## config.mk

```make
export PLATFORM = sky130hd
export DESIGN_NAME = shift_pipe
export DESIGN_NICKNAME = d
export VERILOG_FILES = /design/src/rtl/shift_pkg.sv /design/src/rtl/mux8.sv /design/src/rtl/shifter8.sv /design/src/rtl/shift_pipe.sv
export SDC_FILE = /design/constraint.sdc
export NUM_CORES = 1
export LEC_CHECK = 0
export CAP_MARGIN = 15
export CORE_UTILIZATION = 40
export CTS_CLUSTER_SIZE = 30
export DETAILED_ROUTE_END_ITERATION = 7
export SETUP_SLACK_MARGIN = 0.3
export SLEW_MARGIN = 20
export SYNTH_ARGS = -nofsm -noshare
export SYNTH_HDL_FRONTEND = slang
export SYNTH_HIERARCHICAL = 1
export SYNTH_SLANG_ARGS = --single-unit
```

## constraint.sdc

```tcl
create_clock -name clk -period 3.1 [get_ports clk]
set_input_delay 0.62 -clock clk [delete_from_list [all_inputs] [get_ports clk]]
set_output_delay 0.62 -clock clk [all_outputs]
set_load 0.005 [all_outputs]
```

## src/rtl/shift_pkg.sv

```systemverilog
// Shared types and widths for the two-stage shift pipeline.
package shift_pkg;

    localparam int SHIFT_W = 8;
    localparam int SHAMT_W = 3;

    typedef enum logic [1:0] {
        SLL = 2'd0,
        SRL = 2'd1,
        SRA = 2'd2,
        ROL = 2'd3
    } shift_op_t;

endpackage

```

## src/rtl/mux8.sv

```systemverilog
// Single-bit 8:1 selection cell used to build wider datapath selectors.
module mux8 (
    input  logic [7:0] d_i,
    input  logic [2:0] sel_i,
    output logic       y_o
);

    assign y_o = d_i[sel_i];

endmodule

```

## src/rtl/shifter8.sv

```systemverilog
// Purely combinational 8-bit shifter/rotator: one mux8 per result bit, selected by shift amount.
module shifter8
    import shift_pkg::*;
(
    input  logic [SHIFT_W-1:0] data_i,
    input  logic [SHAMT_W-1:0] shamt_i,
    input  shift_op_t          op_i,
    output logic [SHIFT_W-1:0] result_o
);

    for (genvar i = 0; i < SHIFT_W; i++) begin : g_bit
        // cand[s] is what result bit i becomes for a shift amount of s
        logic [SHIFT_W-1:0] cand;

        for (genvar s = 0; s < SHIFT_W; s++) begin : g_amt
            logic sllBit;
            logic srlBit;
            logic sraBit;
            logic rolBit;

            if (i >= s) begin : g_sll_in
                assign sllBit = data_i[i-s];
            end else begin : g_sll_fill
                assign sllBit = 1'b0;
            end

            if (i + s < SHIFT_W) begin : g_sr_in
                assign srlBit = data_i[i+s];
                assign sraBit = data_i[i+s];
            end else begin : g_sr_fill
                assign srlBit = 1'b0;
                assign sraBit = data_i[SHIFT_W-1];
            end

            assign rolBit = data_i[(i - s + SHIFT_W) % SHIFT_W];

            assign cand[s] = (op_i == SLL) ? sllBit :
                             (op_i == SRL) ? srlBit :
                             (op_i == SRA) ? sraBit : rolBit;
        end

        mux8 u_mux (
            .d_i   (cand),
            .sel_i (shamt_i),
            .y_o   (result_o[i])
        );
    end

endmodule

```

## src/rtl/shift_pipe.sv

```systemverilog
// Two-stage valid/ready shift pipeline: S1 captures the request, S2 holds the shifted result.
module shift_pipe
    import shift_pkg::*;
#(
    parameter int CNT_W = 16
) (
    input  logic               clk,
    input  logic               rst,
    input  logic               in_valid,
    output logic               in_ready,
    input  logic [SHIFT_W-1:0] in_data,
    input  logic [SHAMT_W-1:0] in_shamt,
    input  logic [1:0]         in_op,
    output logic               out_valid,
    input  logic               out_ready,
    output logic [SHIFT_W-1:0] out_data,
    output logic [CNT_W-1:0]   ops_done
);

    logic               s1_valid_q, s1_valid_d;
    logic [SHIFT_W-1:0] s1_data_q,  s1_data_d;
    logic [SHAMT_W-1:0] s1_shamt_q, s1_shamt_d;
    shift_op_t          s1_op_q,    s1_op_d;
    logic               s2_valid_q, s2_valid_d;
    logic [SHIFT_W-1:0] s2_data_q,  s2_data_d;
    logic [CNT_W-1:0]   cnt_q,      cnt_d;

    logic [SHIFT_W-1:0] shift_res;
    logic               s2_free;
    logic               s1_adv;
    logic               in_fire;
    logic               out_fire;

    shifter8 u_shifter (
        .data_i   (s1_data_q),
        .shamt_i  (s1_shamt_q),
        .op_i     (s1_op_q),
        .result_o (shift_res)
    );

    // S2 can take a new result if it is empty or being drained this cycle
    assign out_fire = s2_valid_q && out_ready;
    assign s2_free  = !s2_valid_q || out_ready;
    assign s1_adv   = s1_valid_q && s2_free;
    assign in_ready = !rst && (!s1_valid_q || s2_free);
    assign in_fire  = in_valid && in_ready;

    always_comb begin
        s1_valid_d = s1_valid_q;
        s1_data_d  = s1_data_q;
        s1_shamt_d = s1_shamt_q;
        s1_op_d    = s1_op_q;
        s2_valid_d = s2_valid_q;
        s2_data_d  = s2_data_q;
        cnt_d      = cnt_q;

        if (in_fire) begin
            s1_valid_d = 1'b1;
            s1_data_d  = in_data;
            s1_shamt_d = in_shamt;
            s1_op_d    = shift_op_t'(in_op);
        end else if (s1_adv) begin
            s1_valid_d = 1'b0;
        end

        if (s1_adv) begin
            s2_valid_d = 1'b1;
            s2_data_d  = shift_res;
        end else if (out_fire) begin
            s2_valid_d = 1'b0;
        end

        if (out_fire) begin
            cnt_d = cnt_q + CNT_W'(1);
        end
    end

    always_ff @(posedge clk or posedge rst) begin
        if (rst) begin
            s1_valid_q <= 1'b0;
            s1_data_q  <= '0;
            s1_shamt_q <= '0;
            s1_op_q    <= SLL;
            s2_valid_q <= 1'b0;
            s2_data_q  <= '0;
            cnt_q      <= '0;
        end else begin
            s1_valid_q <= s1_valid_d;
            s1_data_q  <= s1_data_d;
            s1_shamt_q <= s1_shamt_d;
            s1_op_q    <= s1_op_d;
            s2_valid_q <= s2_valid_d;
            s2_data_q  <= s2_data_d;
            cnt_q      <= cnt_d;
        end
    end

    assign out_valid = s2_valid_q;
    assign out_data  = s2_data_q;
    assign ops_done  = cnt_q;

endmodule

```

* Yosys cells after proc, flatten, opt, wreduce, memory -nomap -nowiden
Cells that the tools add are included.
** Cells by class
- Add/subtract/negate cells :: 1
- $lt $le $gt $ge :: 1
- Equality and inequality tests :: 2
- Multiplexer cells :: 109
- Reductions and logical operators :: 12
** Operators with widths (count)
- 2-to-1 mux 1 bit :: 101
- binary-select mux 1 bit (select 3 bit) :: 8
- adder 16 x 1 -> 16 bit (second input constant) :: 1
- logical AND 1 bit :: 4
- < comparator 3 x 4 -> 1 bit (second input constant) :: 1
- nonzero test 2 bit :: 2
- zero test 1 bit :: 3
- == test 2 x 1 -> 1 bit (second input constant) :: 1
- == test 2 bit (second input constant) :: 1
- zero test 2 bit :: 1
- logical OR 1 bit :: 2
** Storage, ports and cells
- Register bits after elaboration :: 39
- Bits of input ports :: 17
- Word-level logic and storage cells :: 132

* Logic depth before layout (Yosys ltp)
- Depth in word-level cells :: 6
- Mapped depth :: 7
- Depth with buffers taken out :: 5

* By module
The synthesis kept the hierarchy.
** By module, submodules not included
- shift_pipe :: instances 1, cells an instance 118, area each 1586.5 um^2, seq. area each 975.9 um^2
- shifter8 :: instances 1, cells an instance 82, area each 654.4 um^2, seq. area each 0.0 um^2
- mux8 :: instances 8, cells an instance 3, area each 63.8 um^2, seq. area each 0.0 um^2

* Worst setup path after synthesis
Ideal clock, no wire load.
- Kind :: flip-flop to flip-flop
- Start :: register s1_op_q[0]
- End :: register s2_data_q[3] (netlist: out_data[3])
- Library setup time :: 0.125 ns
- Arrival time :: 2.141 ns
- Data required time :: 2.975 ns
- Path slack :: 0.834 ns
- Cell stages (with the launch flop) :: 8
- Buffers on the path :: 2
- Period minus slack after synthesis :: 2.266 ns
- Path through :: dfrtp_1 buf_6 xor2_2 buf_6 mux2_2 mux4_1 mux2_2 mux2_2
** Between the ends
- Cells in the longest elaborated chain, start to end :: 6
- Elaborated cells between the ends (all ways) :: 24
- Those cells by class :: eq/ne: 2; mux: 21; reduce/logical: 1
** Ends and longest elaborated chain
- start: declaration :: RTL line shift_pipe.sv:23 : shift_op_t s1_op_q, s1_op_d;
- start signal: assignment :: RTL line shift_pipe.sv:91 : s1_op_q <= s1_op_d;
- == test 2 bit
- 2-to-1 mux 1 bit :: RTL line shifter8.sv:39 : (op_i == SRA) ? sraBit : rolBit;
- 2-to-1 mux 1 bit :: RTL line shifter8.sv:38 : (op_i == SRL) ? srlBit :
- 2-to-1 mux 1 bit * :: RTL line shifter8.sv:37 : assign cand[s] = (op_i == SLL) ? sllBit :
- named net u_shifter.g_bit[3].cand[3] :: RTL line shifter8.sv:13 : logic [SHIFT_W-1:0] cand;
- binary-select mux 1 bit (select 3 bit) * :: RTL line mux8.sv:8 : assign y_o = d_i[sel_i];
- 2-to-1 mux 1 bit (implied by the code) * :: RTL line mux8.sv:8
- named net shift_res[3] :: RTL line shift_pipe.sv:28 : logic [SHIFT_W-1:0] shift_res;
- end signal: assignment :: RTL line shift_pipe.sv:93 : s2_data_q <= s2_data_d;
- end: declaration :: RTL line shift_pipe.sv:25 : logic [SHIFT_W-1:0] s2_data_q, s2_data_d;
The timed path passes the listed nets; every way through them passes the cells marked *. The select of a mux whose other input is x is not followed.
A chain may end at the register's enable or synchronous reset.

* Worst setup path after layout
- Start :: input out_ready
- End :: output in_ready
** Between the ends
- Cells in the longest elaborated chain, start to end :: 3
** Ends and longest elaborated chain
- start: declaration :: RTL line shift_pipe.sv:15 : input logic out_ready,
- logical OR 1 bit :: RTL line shift_pipe.sv:43 : assign s2_free = !s2_valid_q || out_ready;
- logical OR 1 bit :: RTL line shift_pipe.sv:45 : assign in_ready = !rst && (!s1_valid_q || s2_free);
- logical AND 1 bit :: RTL line shift_pipe.sv:45
- end: declaration :: RTL line shift_pipe.sv:10 : output logic in_ready,
Every way passes these cells.

==> impl_metrics.csv <==
group,metric,value,unit
run_status,status,"finished, violations left",
run_status,violations,"DRC",
placed_design,gp_congestion,0.815,
clock_tree,cts_max_path_buffers,2,
route,m1WireLength,2.85,mm
route,top_layer,"met4",
layout,area.growth.synth_to_final,21.6,%
floorplan,dieArea,7210,um^2
synthesis,synth_compound_area_share,2.91,%
global_route,track_usage,17.0,%
synthesis,synth_adder_area_share,0.455,%
layout,fin_area,3350,um^2
global_route,grt_max_degree,40,
synthesis,syn_area,2750,um^2
power,power.density,621,nW/um^2
clock_tree,numCtsBuffers,5,
critical_path,r2r_start,"s1_op_q[1]",
global_route,antenna_found_initial,0,
critical_path,critPathArrivalTime,2090,ps
layout,n_antenna_cell,0,
critical_path,cp-start-kind,"primary input",
critical_path,critPathKind,"primary input to primary output",
sta,tightest_slew,784,ps
synthesis,synth_xor_area_share,5.37,%
critical_path,worstPathCellList,"clkdlybuf4s50_1, and2b_2, a21oi_2, clkdlybuf4s50_1",
critical_path,r2r-end,"out_data[3]",
synthesis,yosysTopAreaCell,"dfrtp_1",
floorplan,die_w,84.9,um
clock_tree,worstSkewPairLatency,290,ps
route,wl_per_cell,16.5,um
synthesis,synth.area.mux_share,41.2,%
placed_design,portBuffers,42,
clock_tree,postCtsSetupBuffers,0,
route,antenna_left,0,
critical_path,cp_max_fo,5,
synthesis,synthTopCellsByArea,"dfrtp_1 35%, mux2_2 17%, mux4_1 15%",
power,leakage,1.46,nW
power,ir_drop,0.316,mV
route,drt_iter0_markers,79,
layout,final_cell_mix,"42 x mux2_2, 42 x clkdlybuf4s50_1, 39 x dfrtp_1",
critical_path,cp_common_cell,"clkdlybuf4s50_1",
global_route,grt_pass1_vias,1803,
synthesis,synth_cell_type_count,37,
global_route,grt_overflow,0,
synthesis,netlist_instances,224,
synthesis,synth_flop_cell,"dfrtp_1",
clock_tree,htree_num_levels,2,
route,drc,1,
sta,rsz0062_at_grt,"false",
critical_path,critical_path.endpoint_type,"primary output",
synthesis,synth-simple-area-share,11.3,%
sta,setup_violations,0,
placed_design,dp_hpwl,3.92,mm
synthesis,yosysSeqAreaShare,35.5,%
floorplan,chipHeight,84.9,um
sta,slew-limit-headroom,47.7,%
critical_path,crit_required,2480,ps
floorplan,core_area,6490,um^2
sta,hold_viol,0,
layout,drive_gt1_share,24.8,%
route,avgViaCountPerCell,5.49,
min_path,hold_class,"flip-flop to flip-flop",
min_path,hold_depth,1,
layout,nets,283,
synthesis,ys_ff_latch,39,
route,wirelength,5.65,mm
clock_tree,cts_tree,"yes",
synthesis,synth_warnings,6,
synthesis,synth-edff-count,0,
synthesis,synthDominantCellAreaShare,35.5,%
clock_tree,cts.hold.buffers_added,0,
sta,timing.fmax,0.369,GHz
clock_tree,cts_num_sinks,39,
run,drv_cap,0,
min_path,hold_start,"ops_done[15]",
synthesis,postSynthAreaPerCell,12.3,um^2
floorplan,fp-row-count,29,
floorplan,ioPinCount,43,
sta,final_max_slew_viol_count,0,
clock_tree,cts_resized,0,
synthesis,postSynth.asyncResetShare,100,%
route,vias,1884,
route,wl_met3,187,um
floorplan,initial_utilization,42.4,%
critical_path,reg2reg_depth,6,
route,wl_met2,2.58,mm
sta,setup_tns,0,ps
min_path,hold_path_end,"ops_done[15]",
synthesis,syn-num-nets,242,
clock_tree,cts_root_buf,"clkbuf_8",
placed_design,placed_cell_area,3230,um^2
critical_path,critPathSlowestCell,"clkdlybuf4s50_1",
clock_tree,clkTransAtPathRegs,70,ps
sta,finalWorstPathRequiredPeriod,2710,ps
synthesis,synth_top_family_by_area,"multiplexers",
sta,fin_skew,3.93,ps
critical_path,r2r_setup_slack,650,ps
critical_path,critPathMaxStageDelay,540,ps
route,firstDrtPassIters,6,
global_route,grt_pass1_wl,9.50,mm
sta,finalCritPeriodShare,87.3,%
## logic make-up after synthesis
kind of cell	after synthesis
and+or+nand+nor	57
AOI/OAI and AO/OA	12
xor gates and xnor gates	16
muxes	82
buffers and inverters	17
DFF	39
adders and majority gates	1
## worst max path at each step
stage               start           to  slack [ps]
2_1_floorplan  s1_op_q[0]  out_data[3]         830
3_3_place_gp    out_ready     in_ready         410
6_report        out_ready     in_ready         390
4_1_cts         out_ready     in_ready         390
3_5_place_dp    out_ready     in_ready         390
5_1_grt         out_ready     in_ready         340
## report_power, final
part / leakage [nW] / switching (mW) / total, mW / internal [mW]
registers: 0.491 / 0.172 / 0.794 / 0.621
clock network: 0.0612 / 0.177 / 0.437 / 0.260
logic: 0.908 / 0.285 / 0.847 / 0.562
total: 1.46 / 0.634 / 2.08 / 1.44
## registers in the layout, summed over array words and instances (netlist names)
register / count
s1_data_q: 8
s1_valid_q: 1
s1_op_q: 2
out_valid: 1
ops_done: 16
s1_shamt_q: 3
out_data: 8
## cells in the mapped netlist, types with 3 or more instances
cell       count
buf_2          7
clkbuf_1       3
dfrtp_1       39
inv_1          4
mux2_2        42
mux2i_1       24
mux4_1        16
nand2_1       15
nand3_1        5
nor2_1        13
nor2b_1        4
o21ai_0        5
o2bb2ai_1      4
xnor2_1        8
xor2_1         7
## final cells by class
cell class / count / area (um^2)
Inverter: 4 / 15.0
Sequential cell: 39 / 976
Clock inverter: 2 / 35.0
Multi-Input combinational cell: 168 / 1680
Clock buffer: 6 / 82.6
Tap cell: 77 / 96.3
Fill cell: 595 / 3150
Timing Repair Buffer: 47 / 458
## per-stage QoR
step / total power [mW] / utilization (%) / std cells / hold slack [ps] / setup WS, ps
2_1_floorplan: 1.34 / - / 224 / 465 / 834
5_1_grt: 2.21 / 51.5 / 343 / 480 / 339
6_report: 2.08 / 51.5 / 343 / 468 / 393
3_5_place_dp: 1.65 / 49.7 / 335 / 461 / 392
3_3_place_gp: 1.64 / 49.7 / 335 / 456 / 406
4_1_cts: 2.10 / 51.5 / 343 / 472 / 389
## metal layers
metal  vias to the layer above  global-route usage [%]
met2                        37                    25.8
li1                        914                       -
met1                       929                    24.5
met4                         0                    4.16
met3                         4                    4.47
met5                         -                       0
## critical path: cells and delay by family
| kind | cells | cell delay [ps] |
|---|---|---|
| buf+inv | 2 | 1050 |
| simple gates | 1 | 250 |
| compound gates | 1 | 160 |
No activity file was read; power rests on OpenSTA's default activity.
